<file path="config.mk">
export PLATFORM = sky130hd
export DESIGN_NAME = fetchflare_rr_arbiter
export DESIGN_NICKNAME = d
export VERILOG_FILES = /design/src/rtl/fetchflare_rr_arbiter.sv
export SDC_FILE = /design/constraint.sdc
export NUM_CORES = 1
export LEC_CHECK = 0
export BUFFER_PORTS_ARGS = -buffer_cell sky130_fd_sc_hd__clkbuf_2
export CAP_MARGIN = 10
export CORE_MARGIN = 2
export CORE_UTILIZATION = 40
export DETAILED_ROUTE_END_ITERATION = 7
export GPL_TIMING_DRIVEN = 1
export SLEW_MARGIN = 30
export SYNTH_ARGS = -nofsm -noshare
export SYNTH_HDL_FRONTEND = slang
export SYNTH_SLANG_ARGS = --single-unit
</file>
<file path="constraint.sdc">
create_clock -name clk -period 2.95 [get_ports clk]
set_clock_uncertainty 0.15 [all_clocks]
set_input_delay 0.1475 -clock clk [delete_from_list [all_inputs] [get_ports clk]]
set_output_delay 0.1475 -clock clk [all_outputs]
set_load 0.005 [all_outputs]
</file>
<file path="src/rtl/fetchflare_rr_arbiter.sv">
`default_nettype none
// +-----------------------------------------------------------------------+
// | fetchflare_rr_arbiter: registered round-robin grant for prefetch slots |
// | Revision: 1.0                                                          |
// +-----------------------------------------------------------------------+
module fetchflare_rr_arbiter #(
    parameter  int WIDTH = 16,
    localparam int IDXW  = $clog2(WIDTH)
) (
    input  logic             clk,
    input  logic             reset,
    input  logic [WIDTH-1:0] req_i,
    input  logic             gnt_ready_i,
    output logic             gnt_valid_o,
    output logic [WIDTH-1:0] gnt_o,
    output logic [IDXW-1:0]  gnt_idx_o
);

    typedef enum logic [0:0] {
        IDLE  = 1'b0,
        GRANT = 1'b1
    } state_t;

    state_t            state;
    logic [IDXW-1:0]   ptr;
    logic              gnt_valid;
    logic [WIDTH-1:0]  gnt;
    logic [IDXW-1:0]   gnt_idx;

    logic [IDXW:0]     k_inc;
    logic [IDXW-1:0]   nxt_ptr;
    logic [IDXW-1:0]   arb_ptr;
    logic [WIDTH-1:0]  win;
    logic [IDXW-1:0]   win_idx;

    // Prefix-OR from bit 0 upward: t[i] = |v[i:0].
    function automatic logic [WIDTH-1:0] thermo(input logic [WIDTH-1:0] v);
        logic [WIDTH-1:0] t;
        t[0] = v[0];
        for (int i = 1; i < WIDTH; i++) begin
            t[i] = t[i-1] | v[i];
        end
        return t;
    endfunction

    function automatic logic [WIDTH-1:0] lowest(input logic [WIDTH-1:0] v);
        logic [WIDTH-1:0] t;
        t = thermo(v);
        return t & ~(t << 1);
    endfunction

    function automatic logic [IDXW-1:0] to_idx(input logic [WIDTH-1:0] v);
        logic [IDXW-1:0] idx;
        idx = '0;
        for (int i = 0; i < WIDTH; i++) begin
            if (v[i]) begin
                idx = idx | IDXW'(i);
            end
        end
        return idx;
    endfunction

    // Extra bit on the increment so the wrap compare is exact for any WIDTH.
    always_comb begin
        k_inc   = {1'b0, gnt_idx} + (IDXW+1)'(1);
        nxt_ptr = (k_inc == (IDXW+1)'(WIDTH)) ? '0 : k_inc[IDXW-1:0];
    end

    // In GRANT the only arbitration that matters happens on an accept,
    // so it is evaluated against the post-accept pointer.
    always_comb begin
        logic [WIDTH-1:0] mask;
        logic [WIDTH-1:0] masked;
        arb_ptr = (state == GRANT) ? nxt_ptr : ptr;
        mask    = thermo(WIDTH'(1) << arb_ptr);
        masked  = req_i & mask;
        win     = lowest((|masked) ? masked : req_i);
        win_idx = to_idx(win);
    end

    always_ff @(posedge clk) begin
        if (reset) begin
            state     <= IDLE;
            ptr       <= '0;
            gnt_valid <= 1'b0;
            gnt       <= '0;
            gnt_idx   <= '0;
        end else begin
            case (state)
                IDLE: begin
                    if (|req_i) begin
                        state     <= GRANT;
                        gnt_valid <= 1'b1;
                        gnt       <= win;
                        gnt_idx   <= win_idx;
                    end
                end
                GRANT: begin
                    if (gnt_ready_i) begin
                        ptr <= nxt_ptr;
                        if (|req_i) begin
                            gnt     <= win;
                            gnt_idx <= win_idx;
                        end else begin
                            state     <= IDLE;
                            gnt_valid <= 1'b0;
                            gnt       <= '0;
                            gnt_idx   <= '0;
                        end
                    end
                end
                default: begin
                    state     <= IDLE;
                    gnt_valid <= 1'b0;
                    gnt       <= '0;
                    gnt_idx   <= '0;
                end
            endcase
        end
    end

    assign gnt_valid_o = gnt_valid;
    assign gnt_o       = gnt;
    assign gnt_idx_o   = gnt_idx;

endmodule
`default_nettype wire

</file>
# Word-level counts from Yosys, hierarchy flattened
# Index checks and enable logic that the tools add are counted.
classes:
  add_sub_neg: 1
  multipliers: 0
  div: 0
  magnitude_cmp: 0
  eq_ne: 4
  n_shift: 1
  muxes: 33
  n_bitwise: 34
  n_reduce_logical: 5
ops:
  columns: ["op", "count"]
  rows:
  - ["16-bit two-way mux", 4]
  - ["4-bit two-way mux", 13]
  - ["16-bit bitwise AND", 2]
  - ["16-bit case mux with 2 select lines", 1]
  - ["16-bit OR reduction", 2]
  - ["1-bit bitwise OR", 30]
  - ["16-bit NOT", 1]
  - ["1-bit by 4-bit left shift with 16-bit output (first input constant)", 1]
  - ["3-bit two-way mux", 4]
  - ["4-bit case mux with 2 select lines", 1]
  - ["1-bit two-way mux", 6]
  - ["2-bit inequality test (second input constant)", 3]
  - ["4-bit by 1-bit adder with 5-bit output (second input constant)", 1]
  - ["5-bit == test (second input constant)", 1]
  - ["2-bit two-way mux", 2]
  - ["1-bit case mux with 2 select lines", 2]
  - ["2-bit AND reduction", 2]
  - ["3-bit AND reduction", 1]
  - ["1-bit NOT", 1]
word_totals:
  regBits: 26
  latchBits: 0
  mem_bits_rw: 0
  romBits: 0
  input_bits: 19
  output_inout_bits: 21
  wordCells: 83
  n_memories: 0

# Longest topological paths before layout
# Gate-level depths: netlist (run 1).
depth:
  word_depth: 57
  mapped_depth: 13
  mapped_depth_nobuf: 11

# Least setup slack after synthesis (run 1)
# OpenSTA, ideal clock, no wires.
synth_path:
  path_type: "register -> register"
  from: "register gnt_idx[0] (netlist: gnt_idx_o[0])"
  to: "register gnt_idx[0] (netlist: gnt_idx_o[0])"
  setup_ps: 128
  t_arrival_ps: 2871
  required_time_ps: 2672
  slack_ps: -199
  path_stages_with_launch: 11
  n_path_buf: 0
  synth_period_minus_slack_ps: 3149
  path_cell_list: "dfxtp_1 ha_1 nand3b_1 o22a_1 a32o_1 o32a_1 or3_1 o31a_1 a22o_1 a211oi_1 o31ai_2"
synth_via:
  elab_chain_cells: 43
  word_cells_on_any_way: 59
  cone_classes: "add/sub (1); eq/ne (1); shift (1); mux (22); bitwise (33); reduce/logical (1)"
synth_rtl:
  columns: ["element", "line", "source"]
  rows:
  - ["from (decl)", "28", "logic [IDXW-1:0] gnt_idx;"]
  - ["from (signal assigned)", "95", "gnt_idx <= win_idx;"]
  - ["from (signal assigned)", "103", "gnt_idx <= win_idx;"]
  - ["4-bit by 1-bit adder with 5-bit output *", "65", "k_inc = {1'b0, gnt_idx} + (IDXW+1)'(1);"]
  - ["5-bit == test", "66", "nxt_ptr = (k_inc == (IDXW+1)'(WIDTH)) ? '0 : k_inc[IDXW-1:0];"]
  - ["4-bit two-way mux *", "66", null]
  - ["via nxt_ptr[1]", "31", "logic [IDXW-1:0] nxt_ptr;"]
  - ["4-bit two-way mux *", "74", "arb_ptr = (state == GRANT) ? nxt_ptr : ptr;"]
  - ["1-bit by 4-bit left shift with 16-bit output *", "75", "mask = thermo(WIDTH'(1) << arb_ptr);"]
  - ["1-bit bitwise OR (15 in series)", "41", "t[i] = t[i-1] | v[i];"]
  - ["16-bit bitwise AND *", "76", "masked = req_i & mask;"]
  - ["(+5 left out)", null, null]
  - ["2-bit two-way mux, or another cell as far along (2 in series)", "56", "if (v[i]) begin"]
  - ["3-bit two-way mux, or another cell as far along (4 in series)", "56", null]
  - ["4-bit two-way mux, or another cell as far along (6 in series)", "56", null]
  - ["4-bit two-way mux / 16-bit bitwise AND (equally long branches)", "56, 49", null]
  - ["4-bit two-way mux *", "56", null]
  - ["4-bit two-way mux", "101", "if (|req_i) begin"]
  - ["4-bit two-way mux", "99", "if (gnt_ready_i) begin"]
  - ["4-bit case mux with 2 select lines *", "89", "case (state)"]
# The timed path passes the listed nets; every way through them passes the cells marked *. The select of a mux whose other input is x is not followed.
# A chain may end at the register's enable or synchronous reset.

# Worst setup path in the final report (run 1)
layout_path:
  from: "register gnt_idx[0] (netlist: gnt_idx_o[0])"
  to: "register gnt_idx[2] (netlist: gnt_idx_o[2])"
layout_via:
  elab_chain_cells: 43
  word_cells_on_any_way: 56
  cone_classes: "add/sub (1); eq/ne (1); shift (1); mux (19); bitwise (33); reduce/logical (1)"
layout_rtl:
  columns: ["element", "line"]
  rows:
  - ["4-bit by 1-bit adder with 5-bit output *", "65"]
  - ["5-bit == test", "66"]
  - ["4-bit two-way mux *", "66"]
  - ["via nxt_ptr[1]", "31"]
  - ["4-bit two-way mux *", "74"]
  - ["1-bit by 4-bit left shift with 16-bit output *", "75"]
  - ["1-bit bitwise OR (15 in series)", "41"]
  - ["16-bit bitwise AND *", "76"]
  - ["(+10 left out)", null]
  - ["3-bit two-way mux / 1-bit bitwise OR (equally long branches)", "56, 41"]
  - ["4-bit two-way mux / 1-bit bitwise OR (equally long branches) (2 in series)", "56, 41"]
  - ["4-bit two-way mux, or another cell as far along (4 in series)", "56"]
  - ["4-bit two-way mux / 16-bit bitwise AND (equally long branches)", "56, 49"]
  - ["4-bit two-way mux *", "56"]
  - ["4-bit two-way mux", "101"]
  - ["4-bit two-way mux", "99"]
  - ["4-bit case mux with 2 select lines *", "89"]
# Marks and branches as above.

==> metrics.md, run 1 <==
| Metric | Value |
|---|---|
| Status | complete, but fails checks |
| Violated checks | negative setup slack |
| Power Density | 390.8 nW/um2 |
| Wirelength, routed | 8171 um |
| WS Path Type | reg2reg |
| WP data arrival | 3.27 ns |
| Fin worst setup slack | -0.3203 ns |
| Post-synth top flop | dfxtp_1 |
| Post-synthesis net count | 274 |
| Inserted Clock Buffers | 3 |
| DIE AREA | 5475 um2 |
| Synth top area share | 26.56% |
| Total GRT Usage | 30.02% |
| Post-DP HPWL | 6216 um |
| HP Class | in2reg |
| Period utilization | 110.9% |
| Core Box Area | 4723 um2 |
| Via count | 2595 |
| Register bit total from synthesis | 26 |
| Mapped cell area | 1959 um2 |
| Clock Path Buffers | 2 |
| Inserted Diodes | 0 |
| Pins over their slew limit | 0 |
| H-tree levels | 1 |
| Largest net degree at the start of global routing | 28 |
| Initial antenna violation count | 0 |
| Global-route wire length before repair | ~12000 um |
| Routed wire per std cell | between 15 and 20 um |
| CTS root buffer | clkbuf_8 |
| Drt drc | 0 |
| CTS Sinks | 26 |
| Worst-case hold path end point | state |
| Worst r2r src | gnt_idx_o[0] |
| Clock slew at reported path FFs | 0.10 ns |
| Worst reg2reg setup slack | -0.32 ns |
| Period minus WS final | 3.270 ns |
| Overall power | 1.253 mW |
| Worst-case reg-to-reg path depth | 14 |
| Synth area leader | dfxtp_1 |
| Measured slew at the worst slew-check pin | 0.5735 ns |
| Number of vias per cell | around 6.0 |
| Worst setup SP type | flip-flop |
| Largest cells by area after synthesis | dfxtp_1 (27%), nor2_1 (6.7%), a21oi_1 (4.1%), nand2_1 (3.8%), a211oi_1 (3.4%) |
| Cells after Synth | 254 |
| CTS tree | built |
| Row count | 25 |
| Ys async rst share | 0% |
| Die W | 73.99 um |
| Leak | 1.355 nW |
| Unrepaired setup endpoints after global routing | true |
| Worst setup EP type | flip-flop |
| Final core utilization | 67.87% |
| Max frequency | 0.3058 GHz |
| Die H | 73.99 um |
| Final setup vio count | 16 |
| Antenna Violating Nets Remaining | 0 |
| Placer Congestion | between 1 and 1.5 |
| Final #Nets | 390 |
| EDFF count, synth | 0 |
| Final hold viol count | 0 |
| Max VDD drop | a little under 300 uV |
| Layout cell share with drive strength beyond 1 | 47.43% |
| Gr ovfl total | 0 |
| Yosys Warn Count | 0 |
| I/O pin count | 40 |
| Hold_buf cts | 0 |
| Relative max-transition margin | 61.76% |
| Critical path peak fanout | 7 |
| Number of global-route vias before repair | 2416 |
| Starting DRT DRC Count | 172 |
| R2r endpoint | gnt_idx_o[2] |
| Most common cell after layout, fill and taps aside | buf_4 |
| CP Data Required Time | 2.95 ns |
| Syn Area/Cell | between 7 and 8 um2 |
| Number of port buffers | 39 |
| Starting Density | 41.48% |
| DRT Pass-1 Iters | 5 |
| Yosys cell types | 71 |
| Min-delay src | gnt_ready_i |
| Area grow syn2layout | 63.60% |
| Commonest non-fill, non-tap cells in the layout | buf_4 (79), clkbuf_2 (39), nor2_1 (34) |
| Max-cap violation count | 0 |
| Fillers | 396 |
| Skew-Pair Late Insertion Delay | 0.28 ns |
| Worst Hold Depth | 3 |
| Register area share after synthesis | 26.56% |
where the power goes:
| group | internal, mW | switching [mW] |
|---|---|---|
| Combinational | 0.265 | 0.288 |
| Clock | 0.182 | 0.126 |
| Sequential | 0.372 | 0.0191 |
| Total | 0.819 | 0.434 |
worst max-delay path: stages (launching register included):
cell      delay [ns]
dfxtp_4         0.37
ha_4            0.30
nand3b_1        0.10
buf_4           0.15
and3_1          0.21
a211oi_2        0.31
a221oi_4        0.08
nor3_4          0.39
buf_4           0.20
a31oi_2         0.10
o21bai_2        0.18
buf_6           0.16
nor3_4          0.05
a222oi_1        0.25
nor2_1          0.12
registers in the layout (all words and copies together), names as in the netlist:
name         cells
state            1
gnt_idx_o        4
gnt_valid_o      1
ptr              4
gnt_o           16
layer usage:
layer / up-vias / share of wire (%) / track usage [%] / routed length (um)
li1: 1216 / - / - / -
met3: 17 / 7.6 / 6.233 / 620
met2: 125 / 46 / 47.82 / 3723
met4: 0 / 2.4 / 8.485 / 199
met5: - / 0 / 0 / 0
met1: 1237 / 44 / 41.26 / 3627
logic make-up (layout without fill, tap and decap cells):
kind of cell	after synthesis	in the layout	synth area share (%)
muxes	3	3	1.596
DFF	26	26	26.56
and+or+nand+nor	102	102	26.50
buffers and inverters	20	135	4.279
adders and majority gates	3	3	1.660
xor gates and xnor gates	3	3	1.725
AOI/OAI and AO/OA	97	97	37.68
per-stage QoR:
stage | setup WS (ns) | instance area (um2) | cells | hold slack (ns) | setup TNS, ns
2_1_floorplan | 0.01375 | 2037 | 254 | 0.1518 | 0
3_3_place_gp | -0.4312 | 2811 | 419 | 0.2943 | -3.540
3_5_place_dp | -0.4388 | 2811 | 419 | 0.2981 | -3.727
4_1_cts | -0.3035 | 3042 | 430 | 0.04083 | -2.352
5_1_grt | -0.4207 | 3206 | 436 | 0.08953 | -4.836
6_report | -0.3203 | 3206 | 436 | 0.06973 | -2.890
synth_stat cells (all sizes together) (3+ instances only):
cell and count:
clkbuf 7, a31oi 7, a22oi 6, a21boi 3, nand4 4, o21ai 10, nor3 5, buf 6
a2111oi 3, a32oi 3, nand2b 5, and2 5, a21o 4, dfxtp 26, nor2 36, or3 4
o2111ai 4, nand2 20, inv 7, nand3 5, or2 3, nor2b 3, a221oi 3, a211oi 9
nand3b 4, a21oi 17, o311ai 3
area by class of cell:
class	count	area (um2)	area share, %
sequential	26	526.8	16.43
tap	67	83.83	2.615
multi-input combinational	208	1633	50.94
clock inverter	1	30.03	0.9368
timing repair buffer	124	864.6	26.97
clock buffer	3	41.29	1.288
inverter	7	26.28	0.8197
what timing repair did:
action | in CTS | in global routing
pin swaps | 9 | 10
setup endpoints to repair | 18 | 19
buffers inserted | 7 | 8
resized for setup | 24 | 23
worst max-delay path by stage:
| stage | from | depth (start not counted) | slack [ns] | endpoint |
|---|---|---|---|---|
| floorplan | gnt_idx_o[1] | 10 | 0.01 | gnt_idx_o[0] |
| global placement | gnt_idx_o[0] | 11 | -0.43 | gnt_idx_o[1] |
| detailed placement | gnt_idx_o[1] | 11 | -0.44 | gnt_idx_o[1] |
| CTS | gnt_idx_o[0] | 12 | -0.30 | gnt_idx_o[1] |
| global route | gnt_idx_o[0] | 13 | -0.42 | gnt_idx_o[2] |
| finish | gnt_idx_o[0] | 14 | -0.32 | gnt_idx_o[2] |
Note: power is estimated with default switching activity, not from simulation.
==> run 2, diff against run 1 <==
Settings changed: CORE_MARGIN 2 to 3, TNS_END_PERCENT set to 50.
==> metrics.md, run 2 (same netlist as run 1, synthesis figures left out) <==
| Metric | Value |
|---|---|
| WS Path Type | reg2reg |
| H-tree levels | 1 |
| DP Cell Count | 422 |
| Number of port buffers | 39 |
| Post-DP HPWL | ~6400 um |
| Max VDD drop | 257.0 uV |
| Starting Density | between 40% and 50% |
| Most common cell after layout, fill and taps aside | buf_4 |
| Unrepaired setup endpoints after global routing | true |
| Clock slew at reported path FFs | 0.10 ns |
| Design area | 3149 um2 |
| Inserted Clock Buffers | 3 |
| Leak | 1.335 nW |
| Worst setup SP type | flip-flop |
| Area grow syn2layout | 60.73% |
| Levels on crit path | 12 |
| DIE AREA | 5774 um2 |
| Routed wire per std cell | 18.93 um |
| Via count | 2559 |
| Max-cap violation count | 0 |
| Multi-input gate area | 1589 um2 |
| Worst Path Buf+Inv | 1 |
| Gr ovfl total | 0 |
| Placer Congestion | roughly 1 |
| Min Hold Slack | 0.06441 ns |
| Wirelength, routed | 8216 um |
| Total GRT Usage | a little over a quarter |
| R2r endpoint | gnt_idx_o[0] |
| Pins over their slew limit | 0 |
| Worst reg2reg setup slack | -0.34 ns |
| CTS Sinks | 26 |
| Post-DP Area | around 2800 um2 |
| Final core utilization | 69.45% |
| I/O pin count | 40 |
| CTS root buffer | clkbuf_8 |
| Row count | 24 |
| Commonest non-fill, non-tap cells in the layout | buf_4 (82), clkbuf_2 (39), nor2_1 (34) |
| Worst r2r src | gnt_idx_o[0] |
| Measured slew at the worst slew-check pin | about 0.57 ns |
| Worst-case reg-to-reg path depth | 12 |
| Critical path peak fanout | 8 |
| Final hold viol count | 0 |
| Non-Filler Instances | 434 |
| Antenna Violating Nets Remaining | 0 |
| CP peak stage delay | 0.44 ns |
| Final #Nets | 390 |
| Fin worst setup slack | -0.3437 ns |
| Initial antenna violation count | 0 |
| Drt drc | 0 |
| Relative max-transition margin | a little over 60% |
| Hold_buf cts | 0 |
| Global-route wire length before repair | 12660 um |
| Slowest CP cell | a21boi_1 |
| Period minus WS final | 3.294 ns |
| Inserted Diodes | 0 |
| Starting DRT DRC Count | ~260 |
| Number of global-route vias before repair | 2433 |
| DRT Pass-1 Iters | 7 |
| Final setup vio count | 16 |
| Layout cell share with drive strength beyond 1 | 47.15% |
| Max frequency | 0.3036 GHz |
| Skew-Pair Late Insertion Delay | 0.28 ns |
| Core Box Area | approximately 4500 um2 |
| Cells along the critical path | ha_4 -> xnor2_4 -> o22a_1 -> a32o_2 -> o32a_1 -> nor3_4 -> a21oi_4 -> a21boi_1 -> a2111oi_4 -> buf_4 -> o21bai_1 -> o31ai_2 |
| Clock Path Buffers | 2 |
| Number of vias per cell | 5.896 |
| Number of flip-flops in the largest register | 16 |
| Top delay family on crit path | compound AO/OA/AOI/OAI gates |
| Crit path launch | gnt_idx_o[0] |
| WP data arrival | 3.30 ns |
| Violated checks | negative setup slack |
| Worst Setup EP | gnt_idx_o[0] |
| TNS Setup | -3.282 ns |
| Die H | 75.99 um |
| Power Density | 390.7 nW/um2 |
| Worst setup EP type | flip-flop |
| Fillers | between 300 and 400 |
| Period utilization | 111.7% |
| Storage cell area | 528.0 um2 |
| Largest net degree at the start of global routing | 28 |
| CP Data Required Time | 2.96 ns |
| Die W | 75.99 um |
| CTS tree | built |
| Status | complete, but fails checks |
| HP Class | in2reg |
run 2: worst min-delay path by stage:
stage / slack [ns] / endpoint / from / cells after the start
3_5_place_dp: 0.30 / gnt_o[8] / gnt_o[8] / 2
5_1_grt: 0.07 / gnt_o[2] / req_i[2] / 3
2_1_floorplan: 0.15 / gnt_o[7] / req_i[7] / 2
4_1_cts: 0.07 / gnt_o[2] / req_i[2] / 3
3_3_place_gp: 0.29 / gnt_o[2] / gnt_o[2] / 2
6_report: 0.06 / gnt_o[2] / req_i[2] / 3
run 2: worst reg2reg max path, delay by kind of cell, from the launching register on:
family	cells	cell delay, ns
buffers and inverters	1	0.17
AOI/OAI and AO/OA	8	1.77
and+or+nand+nor	1	0.33
adders and majority gates	1	0.19
DFF	1	0.38
xor gates and xnor gates	1	0.19
run 2: per-stage QoR:
stage,power (mW),setup slack [ns]
after floorplan,0.6409,0.01375
after global placement,0.8666,-0.3048
after detailed placement,0.8702,-0.3823
after CTS,1.207,-0.2677
after global routing,1.291,-0.4084
final,1.230,-0.3437
run 2: final cells by class:
type                            instances  area share [%]
Multi-Input combinational cell        208           50.46
Clock buffer                            3           1.311
Clock inverter                          1          0.9535
Inverter                                7          0.8343
Sequential cell                        26           16.77
Tap cell                               65           2.582
Timing Repair Buffer                  124           27.10
run 2: layer usage:
metal,GRT usage (%),vias up,part of all wire (%)
met5,0,-,0
met4,10.14,0,2.5
met3,3.073,21,6.7
met2,42.29,111,45
met1,38.68,1213,45
li1,-,1214,-
run 2: repair_timing:
action / 4_1_cts / 5_1_grt
buffers inserted: 4 / 4
pin swaps: 6 / 10
gates resized for setup: 20 / 17
setup endpoints to repair: 16 / 19
run 2: where the power goes:
group	internal, mW	total, mW	leakage, nW	switching, mW
combinational	0.256	0.533	1.09	0.277
sequential	0.372	0.392	0.213	0.0204
clock	0.182	0.305	0.0357	0.123
total	0.810	1.23	1.33	0.421
==> run 3, diff against run 2 <==
Settings changed: SLEW_MARGIN 30 to 20.
Clock period 2.95 ns to 4.1 ns, I/O delays scaled along.
==> metrics.md, run 3 (same netlist as run 1, synthesis figures left out) <==
| Metric | Value |
|---|---|
| Status | finished clean |
| Met2 usage | 33.16% |
| Starting Density | 43.21% |
| Hold_buf cts | 0 |
| Number of flip-flops in the largest register | 16 |
| Slowest CP cell | nor2_2 |
| Layout cell share with drive strength beyond 1 | 21.65% |
| Area grow syn2layout | 16.35% |
| WS Path Type | reg2reg |
| Crit path launch | gnt_idx_o[0] |
| Skew-Pair Late Insertion Delay | 0.27 ns |
| Period minus WS final | around 4 ns |
| Starting DRT DRC Count | between 200 and 250 |
| Worst setup SP type | flip-flop |
| Worst setup EP type | flip-flop |
| Final setup vio count | 0 |
| Number of port buffers | 39 |
| Die H | 75.99 um |
| CTS tree | built |
| Post-DP HPWL | 4931 um |
| Post-CTS sizing | 0 |
| Initial antenna violation count | 0 |
| WP data arrival | 3.96 ns |
| Final #Nets | 313 |
| Number of vias per cell | slightly above 6 |
| Largest net degree at the start of global routing | 28 |
| Total GRT Usage | roughly 22% |
| R2r endpoint | gnt_idx_o[0] |
| Most common cell after layout, fill and taps aside | clkbuf_2 |
| Antenna Violating Nets Remaining | 0 |
| Number of global-route vias before repair | approximately 2000 |
| DRT Pass-1 Iters | 5 |
| Overall power | 0.6654 mW |
| Pins over their slew limit | 0 |
| Cells along the critical path | ha_1 -> nand3b_1 -> o22a_1 -> a32o_1 -> o32a_1 -> or3_1 -> nor2_2 -> a221o_1 -> o2111ai_1 -> a211oi_1 -> o31ai_2 |
| Die W | 75.99 um |
| GR Util met3 | ~3.2% |
| CTS Sinks | 26 |
| Measured slew at the worst slew-check pin | 0.7080 ns |
| Wirelength, routed | 6238 um |
| Clock Path Buffers | 2 |
| Relative max-transition margin | a little over half |
| Worst Path Buf+Inv | 0 |
| Inserted Clock Buffers | 3 |
| Row count | 24 |
| Critical path peak fanout | 13 |
| Final core utilization | 50.28% |
| Max VDD drop | 176.0 uV |
| Post-DP Area | 2238 um2 |
| Core Box Area | 4534 um2 |
| HP Class | in2reg |
| Worst-case reg-to-reg path depth | 11 |
| Top delay family on crit path | compound AO/OA/AOI/OAI gates |
| Power Density | 291.9 nW/um2 |
| Clock slew at reported path FFs | 0.09 ns |
| Min-delay src | req_i[2] |
| Leak | 0.8978 nW |
| CP peak stage delay | 0.45 ns |
| DIE AREA | around 5800 um2 |
| Period utilization | 96.74% |
| Placer Congestion | 1.011 |
| Worst reg2reg setup slack | 0.13 ns |
| CP Data Required Time | approximately 4.1 ns |
| Drt drc | 0 |
| Final hold viol count | 0 |
| CTS root buffer | clkbuf_8 |
| Post-CTS setup buffer count | 0 |
| Routed wire per std cell | approximately 18 um |
| Min Hold Slack | 0.1010 ns |
| Worst-case hold path end point | gnt_o[2] |
| Worst r2r src | gnt_idx_o[0] |
| Max-cap violation count | 0 |
| Global-route wire length before repair | just over 10000 um |
| Design area | 2280 um2 |
| H-tree levels | 1 |
| Fillers | 453 |
| Inserted Diodes | 0 |
| Grt met1 use | 30.77% |
| Gr ovfl total | 0 |
| TNS Setup | 0 ns |
| Via count | around 2200 |
| I/O pin count | 40 |
| Busiest grt layer | met2 |
| Worst Hold Depth | 3 |
| Commonest non-fill, non-tap cells in the layout | clkbuf_2 (39), nor2_1 (35), dfxtp_1 (26) |
| Max frequency | 0.2521 GHz |
| Unrepaired setup endpoints after global routing | false |
[run 3: area by class of cell]
class	instances	area (um2)	share of cell area, %
Multi-Input combinational cell	208	1355	59.44
Sequential cell	26	520.5	22.83
Timing Repair Buffer	47	255.2	11.20
Tap cell	65	81.33	3.568
Clock buffer	3	41.29	1.811
Inverter	7	26.28	1.153
[run 3: per-stage QoR]
step / setup WS (ns) / std cells
final: 0.1336 / 356
after global routing: 0.006683 / 356
after CTS: 0.2363 / 356
after detailed placement: 0.2654 / 353
after global placement: 0.1791 / 353
after floorplan: 0.9513 / 254
[run 3: routing by layer]
layer	vias to the layer above	part of all wire, %
met4	0	3.3
met2	107	44
met1	1022	46
met5	-	0
li1	1054	-
met3	16	6.6
[run 3: worst max-delay path by stage]
stage                        end  slack, ns  depth (start not counted)
floorplan           gnt_idx_o[0]       0.95                         10
global placement    gnt_idx_o[0]       0.18                         11
detailed placement  gnt_idx_o[0]       0.27                         11
CTS                 gnt_idx_o[0]       0.24                         11
global route        gnt_idx_o[0]      0.007                         11
finish              gnt_idx_o[0]       0.13                         11
[run 3: power breakdown]
part,switching (mW),internal [mW],leakage (nW)
combinational,0.145,0.0935,0.664
sequential,0.0165,0.266,0.212
clock,0.0786,0.0659,0.0216
[run 3: worst reg2reg max path, stage by stage, from the launching register on]
cell and delay (ns):
dfxtp_1 0.39, ha_1 0.43, nand3b_1 0.19, o22a_1 0.30
a32o_1 0.25, o32a_1 0.41, or3_1 0.44, nor2_2 0.45
a221o_1 0.30, o2111ai_1 0.14, a211oi_1 0.29, o31ai_2 0.08
